==> src/rtl/piccolo_iter_core.sv <==
// Iterative Piccolo-80/128 encryption core computing UNROLL rounds per clock.
// Round keys come combinationally from the latched key and the absolute round index.
module piccolo_iter_core #(
    parameter int unsigned UNROLL = 1
) (
    input  logic         clk,
    input  logic         reset,
    input  logic         in_valid,
    output logic         in_ready,
    input  logic         in_k128,
    input  logic [127:0] in_key,
    input  logic [63:0]  in_data,
    output logic         out_valid,
    input  logic         out_ready,
    output logic [63:0]  out_data
);

    if (UNROLL < 1 || UNROLL > 8) begin : g_unroll_check
        $error("piccolo_iter_core: UNROLL must be in 1..8");
    end

    // S-box entries packed LSB-first: entry x sits at bits [4x+3:4x].
    localparam logic [63:0] SBOX = 64'hd5c6_f7a1_9083_2b4e;

    typedef enum logic [1:0] {StIdle, StRun, StDone} fsm_e;

    fsm_e         fsm_q;
    logic         mode_q;
    logic [127:0] key_q;
    logic [63:0]  state_q;
    logic [5:0]   rnd_q;
    logic [63:0]  out_data_q;
    logic         in_ready_q;
    logic         out_valid_q;

    function automatic logic [3:0] sbox(input logic [3:0] x);
        return SBOX[4*x +: 4];
    endfunction

    function automatic logic [3:0] gmul2(input logic [3:0] a);
        return {a[2:0], 1'b0} ^ (a[3] ? 4'h3 : 4'h0);
    endfunction

    function automatic logic [15:0] f_func(input logic [15:0] x);
        logic [3:0] s0, s1, s2, s3, y0, y1, y2, y3;
        s0 = sbox(x[15:12]);
        s1 = sbox(x[11:8]);
        s2 = sbox(x[7:4]);
        s3 = sbox(x[3:0]);
        y0 = gmul2(s0) ^ gmul2(s1) ^ s1 ^ s2 ^ s3;
        y1 = s0 ^ gmul2(s1) ^ gmul2(s2) ^ s2 ^ s3;
        y2 = s0 ^ s1 ^ gmul2(s2) ^ gmul2(s3) ^ s3;
        y3 = gmul2(s0) ^ s0 ^ s1 ^ s2 ^ gmul2(s3);
        return {sbox(y0), sbox(y1), sbox(y2), sbox(y3)};
    endfunction

    // Byte permutation (b0..b7) -> (b2, b7, b4, b1, b6, b3, b0, b5).
    function automatic logic [63:0] rp(input logic [63:0] x);
        return {x[47:40], x[7:0], x[31:24], x[55:48], x[15:8], x[39:32], x[63:56], x[23:16]};
    endfunction

    function automatic logic [15:0] kword(input logic [127:0] k, input logic [2:0] i);
        return k[(7 - int'(i)) * 16 +: 16];
    endfunction

    // The 128-bit schedule permutes the key words every 8 round-key words; applying that
    // permutation n times to a slot gives the original key word that now occupies it.
    function automatic logic [2:0] kperm(input logic [2:0] pos, input logic [2:0] n);
        logic [2:0] p;
        p = pos;
        for (int m = 0; m < 7; m++) begin
            if (m < int'(n)) begin
                case (p)
                    3'd0:    p = 3'd2;
                    3'd1:    p = 3'd1;
                    3'd2:    p = 3'd6;
                    3'd3:    p = 3'd7;
                    3'd4:    p = 3'd0;
                    3'd5:    p = 3'd3;
                    3'd6:    p = 3'd4;
                    default: p = 3'd5;
                endcase
            end
        end
        return p;
    endfunction

    function automatic logic [31:0] round_con(input logic k128, input logic [5:0] r);
        logic [4:0] c;
        c = 5'(r + 6'd1);
        return {c, 5'd0, c, 2'd0, c, 5'd0, c} ^ (k128 ? 32'h6547a98b : 32'h0f1e2d3c);
    endfunction

    // Returns {rk_2r, rk_2r+1}.
    function automatic logic [31:0] round_key(input logic [127:0] k, input logic k128,
                                              input logic [5:0] r);
        logic [31:0] kk;
        logic [5:0]  t0, t1;
        kk = 32'd0;
        t0 = {r[4:0], 1'b0} + 6'd2;
        t1 = t0 + 6'd1;
        if (k128) begin
            kk = {kword(k, kperm(t0[2:0], t0[5:3])), kword(k, kperm(t1[2:0], t1[5:3]))};
        end else begin
            case (r % 6'd5)
                6'd0, 6'd2: kk = {kword(k, 3'd2), kword(k, 3'd3)};
                6'd1, 6'd4: kk = {kword(k, 3'd0), kword(k, 3'd1)};
                default:    kk = {kword(k, 3'd4), kword(k, 3'd4)};
            endcase
        end
        return kk ^ round_con(k128, r);
    endfunction

    logic [5:0]  rounds;
    logic [63:0] state_d;
    logic [6:0]  rnd_sum;
    logic [5:0]  rnd_d;
    logic        last_run;
    logic [15:0] wk0, wk1, wk2, wk3;
    logic [63:0] cipher;
    logic [63:0] whitened_in;

    assign rounds = mode_q ? 6'd31 : 6'd25;

    always_comb begin : p_rounds
        logic [63:0] st;
        logic [5:0]  r;
        logic [31:0] rk;
        st = state_q;
        r  = 6'd0;
        rk = 32'd0;
        for (int j = 0; j < int'(UNROLL); j++) begin
            r = rnd_q + 6'(j);
            if (r < rounds) begin
                rk = round_key(key_q, mode_q, r);
                st = {st[63:48], st[47:32] ^ f_func(st[63:48]) ^ rk[31:16],
                      st[31:16], st[15:0] ^ f_func(st[31:16]) ^ rk[15:0]};
                if (r != rounds - 6'd1) begin
                    st = rp(st);
                end
            end
        end
        state_d = st;
    end

    assign rnd_sum  = {1'b0, rnd_q} + 7'(UNROLL);
    assign last_run = rnd_sum >= {1'b0, rounds};
    assign rnd_d    = last_run ? rounds : rnd_sum[5:0];

    assign wk0 = {in_key[127:120], in_key[103:96]};
    assign wk1 = {in_key[111:104], in_key[119:112]};
    assign whitened_in = {in_data[63:48] ^ wk0, in_data[47:32], in_data[31:16] ^ wk1,
                          in_data[15:0]};

    always_comb begin
        wk2 = {key_q[63:56], key_q[71:64]};
        wk3 = {key_q[79:72], key_q[55:48]};
        if (mode_q) begin
            wk2 = {key_q[63:56], key_q[7:0]};
            wk3 = {key_q[15:8], key_q[55:48]};
        end
    end

    assign cipher = {state_d[63:48] ^ wk2, state_d[47:32], state_d[31:16] ^ wk3, state_d[15:0]};

    always_ff @(posedge clk) begin
        if (reset) begin
            fsm_q       <= StIdle;
            mode_q      <= 1'b0;
            key_q       <= '0;
            state_q     <= '0;
            rnd_q       <= '0;
            out_data_q  <= '0;
            in_ready_q  <= 1'b1;
            out_valid_q <= 1'b0;
        end else begin
            unique case (fsm_q)
                StIdle: begin
                    if (in_valid) begin
                        mode_q     <= in_k128;
                        key_q      <= in_key;
                        state_q    <= whitened_in;
                        rnd_q      <= '0;
                        in_ready_q <= 1'b0;
                        fsm_q      <= StRun;
                    end
                end
                StRun: begin
                    state_q <= state_d;
                    rnd_q   <= rnd_d;
                    if (last_run) begin
                        out_data_q  <= cipher;
                        out_valid_q <= 1'b1;
                        fsm_q       <= StDone;
                    end
                end
                StDone: begin
                    if (out_ready) begin
                        out_valid_q <= 1'b0;
                        in_ready_q  <= 1'b1;
                        fsm_q       <= StIdle;
                    end
                end
                default: begin
                    out_valid_q <= 1'b0;
                    in_ready_q  <= 1'b1;
                    fsm_q       <= StIdle;
                end
            endcase
        end
    end

    assign in_ready  = in_ready_q;
    assign out_valid = out_valid_q;
    assign out_data  = out_data_q;

endmodule

==> config.mk <==
export PLATFORM = sky130hd
export DESIGN_NAME = piccolo_iter_core
export DESIGN_NICKNAME = d
export VERILOG_FILES = /design/src/rtl/piccolo_iter_core.sv
export SDC_FILE = /design/constraint.sdc
export NUM_CORES = 1
export LEC_CHECK = 0
export BUFFER_PORTS_ARGS = -buffer_cell sky130_fd_sc_hd__buf_4
export CAP_MARGIN = 30
export CORE_UTILIZATION = 50
export DETAILED_ROUTE_END_ITERATION = 16
export MAX_ROUTING_LAYER = met4
export PLACE_DENSITY = 0.71
export SYNTH_ARGS = -nofsm -noshare
export SYNTH_HDL_FRONTEND = slang
export SYNTH_SLANG_ARGS = --single-unit
==> constraint.sdc <==
create_clock -name clk -period 6.53 [get_ports clk]
set_clock_uncertainty 0.1 [all_clocks]
set_input_delay 0.653 -clock clk [delete_from_list [all_inputs] [get_ports clk]]
set_output_delay 0.653 -clock clk [all_outputs]
set_load 0.02 [all_outputs]
==> qor.txt <==
Filler Cell Count = 3256
initial antenna violation count = 2
Critical Path Max Stage Delay = 530 ps
Worst EP arrival = 6340 ps
DR pass1 iterations = 6
Setup CP Type = flip-flop to flip-flop
hold path cells = 3
CTS Buffer Depth = 3
starting DRC count in detailed routing = 2429
HPWL Detailed = 53700 µm
mean area per synthesized cell = 8.08 µm²
CTS tree = yes
Critical Path Most Common Cell = nor2_1
Worst Setup End Kind = flip-flop
Worst R2R Path Depth = 23
largest net degree at the start of global routing = 184
simple-gate share of the synthesized area = 16.8%
hold_sp = in_key[73]
Syn Nets = 2544
total track usage = 37.9%
WL/cell = 24.2 µm
worst-path cell chain = nand2b_1 -> xor2_1 -> o21ai_0 -> ha_1 -> nor2b_1 -> a2111oi_4 -> o221a_2 -> nor2_1 -> ha_1 -> inv_1 -> nor2_1 -> nor2_1 -> o21ai_1 -> a22oi_1 -> o211a_1 -> o21a_1 -> buf_4 -> a221o_1 -> o22ai_1 -> xnor2_1 -> a21oi_1 -> nor4_1 -> a211o_1
max cap viols = 0
Final #Nets = 2729
Post-CTS Resized = 0
Post-synth EDFFs = 0
synth warn = 0
final slew viol count = 0
worst skew pair latency = 610 ps
Final min period = 5950 ps
FMAX = 168 MHz
measured slew at the worst slew-check pin = 1040 ps
worst hold endpoint = key_q[73]
multi-input logic area = 12200 µm²
Slowest cell on crit path = dfxtp_1
Post-Syn Area = 18400 µm²
Netlist cell types = 93
post-synthesis adder-cell area fraction = 4.71%
Core ar. = 35900 µm²
post-synthesis xor/xnor area fraction = 14.2%
first-pass GRT wire length = 106000 µm
Initial Utilization = 51.3%
multiplexer share of the synthesized area = 7.61%
Die ar. = 37600 µm²
number of synthesized register bits = 267
# diodes = 0
vias in the first global route = 16500
Syn Inst Count = 2279
postcts setup bufs = 0
Avg Vias per Cell = 6.23
total gr overflow = 0
CP top delay family = compound AO/OA/AOI/OAI gates
Setup TNS = 0 ps
Clock Sinks = 267
Num CTS Buffers = 28
RR Endpoint = out_data[52]
GP Congestion = 1.02
CP max FO = 17
register area share after synthesis = 29.0%
Post-route DRC = 0
Die W = 194 µm
r2r setup slk = 580 ps
RSZ-0062 raised after global routing = false
Hold Fails Final Rpt = 0
share of cells above drive strength 1 = 19.7%
setup violators final = 0
area occupied by registers = 5350 µm²
Worst Path Buf+Inv = 2
Async SR Flop Fraction = 0%
CTS H-tree lvls = 1
status = complete, no violations
worst r2r src = rnd_q[3]
Final ANT Viol Nets = 0
Clk pin slew, worst setup/hold paths = 60 ps
I/O pins = 263
Compound-Gate Fraction of Synth Area = 22.6%
hold-fix buffer count after cts = 0
via count = 18400
Area growth syn-to-layout = 18.5%
hold crit path type = input port to flip-flop
final WL = 71200 µm
worst relative slew slack = 30.9%
Die Ht = 194 µm
# rows = 69
Synth Flop Type = dfxtp_1
Root Driver = clkbuf_16
Crit path required time = 6920 ps
Critical Path Start Type = flip-flop
main combinational cell family by area after synthesis = compound AO/OA/AOI/OAI gates
Final Cycle Share = 91.1%
Port-buffer cells = 262
==> area by class of cell <==
| cell class | instances | area share, % |
|---|---|---|
| multi-input combinational | 1782 | 55.8 |
| sequential | 267 | 24.5 |
| timing repair buffer | 334 | 11.9 |
| clock buffer | 38 | 3.71 |
| tap | 461 | 2.64 |
| inverter | 51 | 0.877 |
| clock inverter | 13 | 0.625 |
==> how the worst max path moves through the flow <==
stage	startpoint	endpoint	slack, ps	cells after the start
after floorplan	rnd_q[4]	out_data[24]	1530	25
after global placement	rnd_q[3]	out_data[52]	830	23
after detailed placement	rnd_q[3]	out_data[52]	720	23
after CTS	rnd_q[3]	state_q[39]	720	23
after global routing	rnd_q[3]	out_data[52]	310	23
final	rnd_q[3]	out_data[52]	580	23
==> flip-flops by register name, summed over array words and instances, names as in the netlist <==
| name | flops |
|---|---|
| in_ready | 1 |
| state_q | 64 |
| rnd_q | 6 |
| out_data | 64 |
| fsm_q | 2 |
| out_valid | 1 |
| key_q | 128 |
| mode_q | 1 |
==> per-layer routing <==
metal / routed length [µm] / vias up / global-route usage [%]
met5: 0 / - / -
met4: 2530 / 0 / 11.4
met3: 7830 / 117 / 5.51
met2: 30000 / 1103 / 54.6
met1: 30800 / 8730 / 54.4
li1: - / 8414 / -
==> cells in the final DEF, fill, tap and decap left out, types with 12 or more instances in the layout <==
master and n:
xor2_1 87, o21ai_0 46, a22o_1 23, a211oi_1 38, o21ai_1 24, nor2_1 188
a22oi_1 46, inv_1 46, a222oi_1 12, a21oi_1 199, dfxtp_1 266, xnor2_1 194
buf_4 328, mux4_2 21, a31oi_1 21, ha_1 67, mux2i_1 67, mux2_2 22
nand2_1 353, nor3_1 60, clkbuf_16 29, o22ai_1 40, and3_1 24, a221oi_1 35
==> worst reg2reg max path, cell delays in order, from the launching register on <==
cell	delay, ps
dfxtp_1	530
nand2b_1	220
xor2_1	80
o21ai_0	230
ha_1	310
nor2b_1	390
a2111oi_4	100
o221a_2	330
nor2_1	160
ha_1	190
inv_1	80
nor2_1	200
nor2_1	70
o21ai_1	120
a22oi_1	120
o211a_1	240
o21a_1	470
buf_4	320
a221o_1	300
o22ai_1	390
xnor2_1	220
a21oi_1	360
nor4_1	100
a211o_1	250
==> stage by stage <==
stage	hold WS (ps)	setup WS (ps)	util (%)	area, µm²	std cells
2_1_floorplan	333	1530	-	18400	2279
3_3_place_gp	345	828	58.0	20800	2893
3_5_place_dp	347	721	58.2	20900	2895
4_1_cts	170	722	60.8	21800	2946
5_1_grt	191	307	60.8	21800	2946
6_report	191	579	60.8	21800	2946
==> logic make-up (layout without fill, tap and decap cells) <==
family,Yosys count,after routing
DFF,267,267
AOI/OAI and AO/OA,596,596
xor gates and xnor gates,291,291
muxes,111,111
buffers and inverters,230,436
adders and majority gates,69,69
and+or+nand+nor,715,715
==> synthesized netlist by cell type, types with 10 or more instances <==
| cell | number | area share [%] |
|---|---|---|
| nor2b_1 | 10 | 0.34 |
| a31oi_1 | 21 | 0.71 |
| xnor2_1 | 194 | 9.2 |
| o21ai_1 | 25 | 0.68 |
| mux4_2 | 21 | 2.6 |
| xor2_1 | 87 | 4.1 |
| dfxtp_1 | 267 | 29 |
| nor3_1 | 60 | 1.6 |
| a22oi_1 | 46 | 1.9 |
| a221o_1 | 10 | 0.54 |
| a22o_1 | 23 | 1.1 |
| nor2_1 | 191 | 3.9 |
| clkbuf_1 | 141 | 2.9 |
| and3_1 | 24 | 0.82 |
| ha_1 | 67 | 4.6 |
| o21ai_0 | 46 | 1.2 |
| and2_1 | 10 | 0.34 |
| a221oi_1 | 35 | 1.7 |
| mux2i_1 | 67 | 3.6 |
| inv_1 | 46 | 0.94 |
| o31ai_1 | 10 | 0.41 |
| buf_2 | 23 | 0.62 |
| nand2_1 | 355 | 7.2 |
| mux2_2 | 22 | 1.3 |
| a211oi_1 | 38 | 1.5 |
| a21oi_1 | 199 | 5.4 |
| a222oi_1 | 12 | 0.65 |
| nand3_1 | 10 | 0.27 |
| o22ai_1 | 40 | 1.4 |
Power is left out: the tool's default activity adds up to more than one toggle a clock period on the data nets, which glitch-free logic cannot reach.
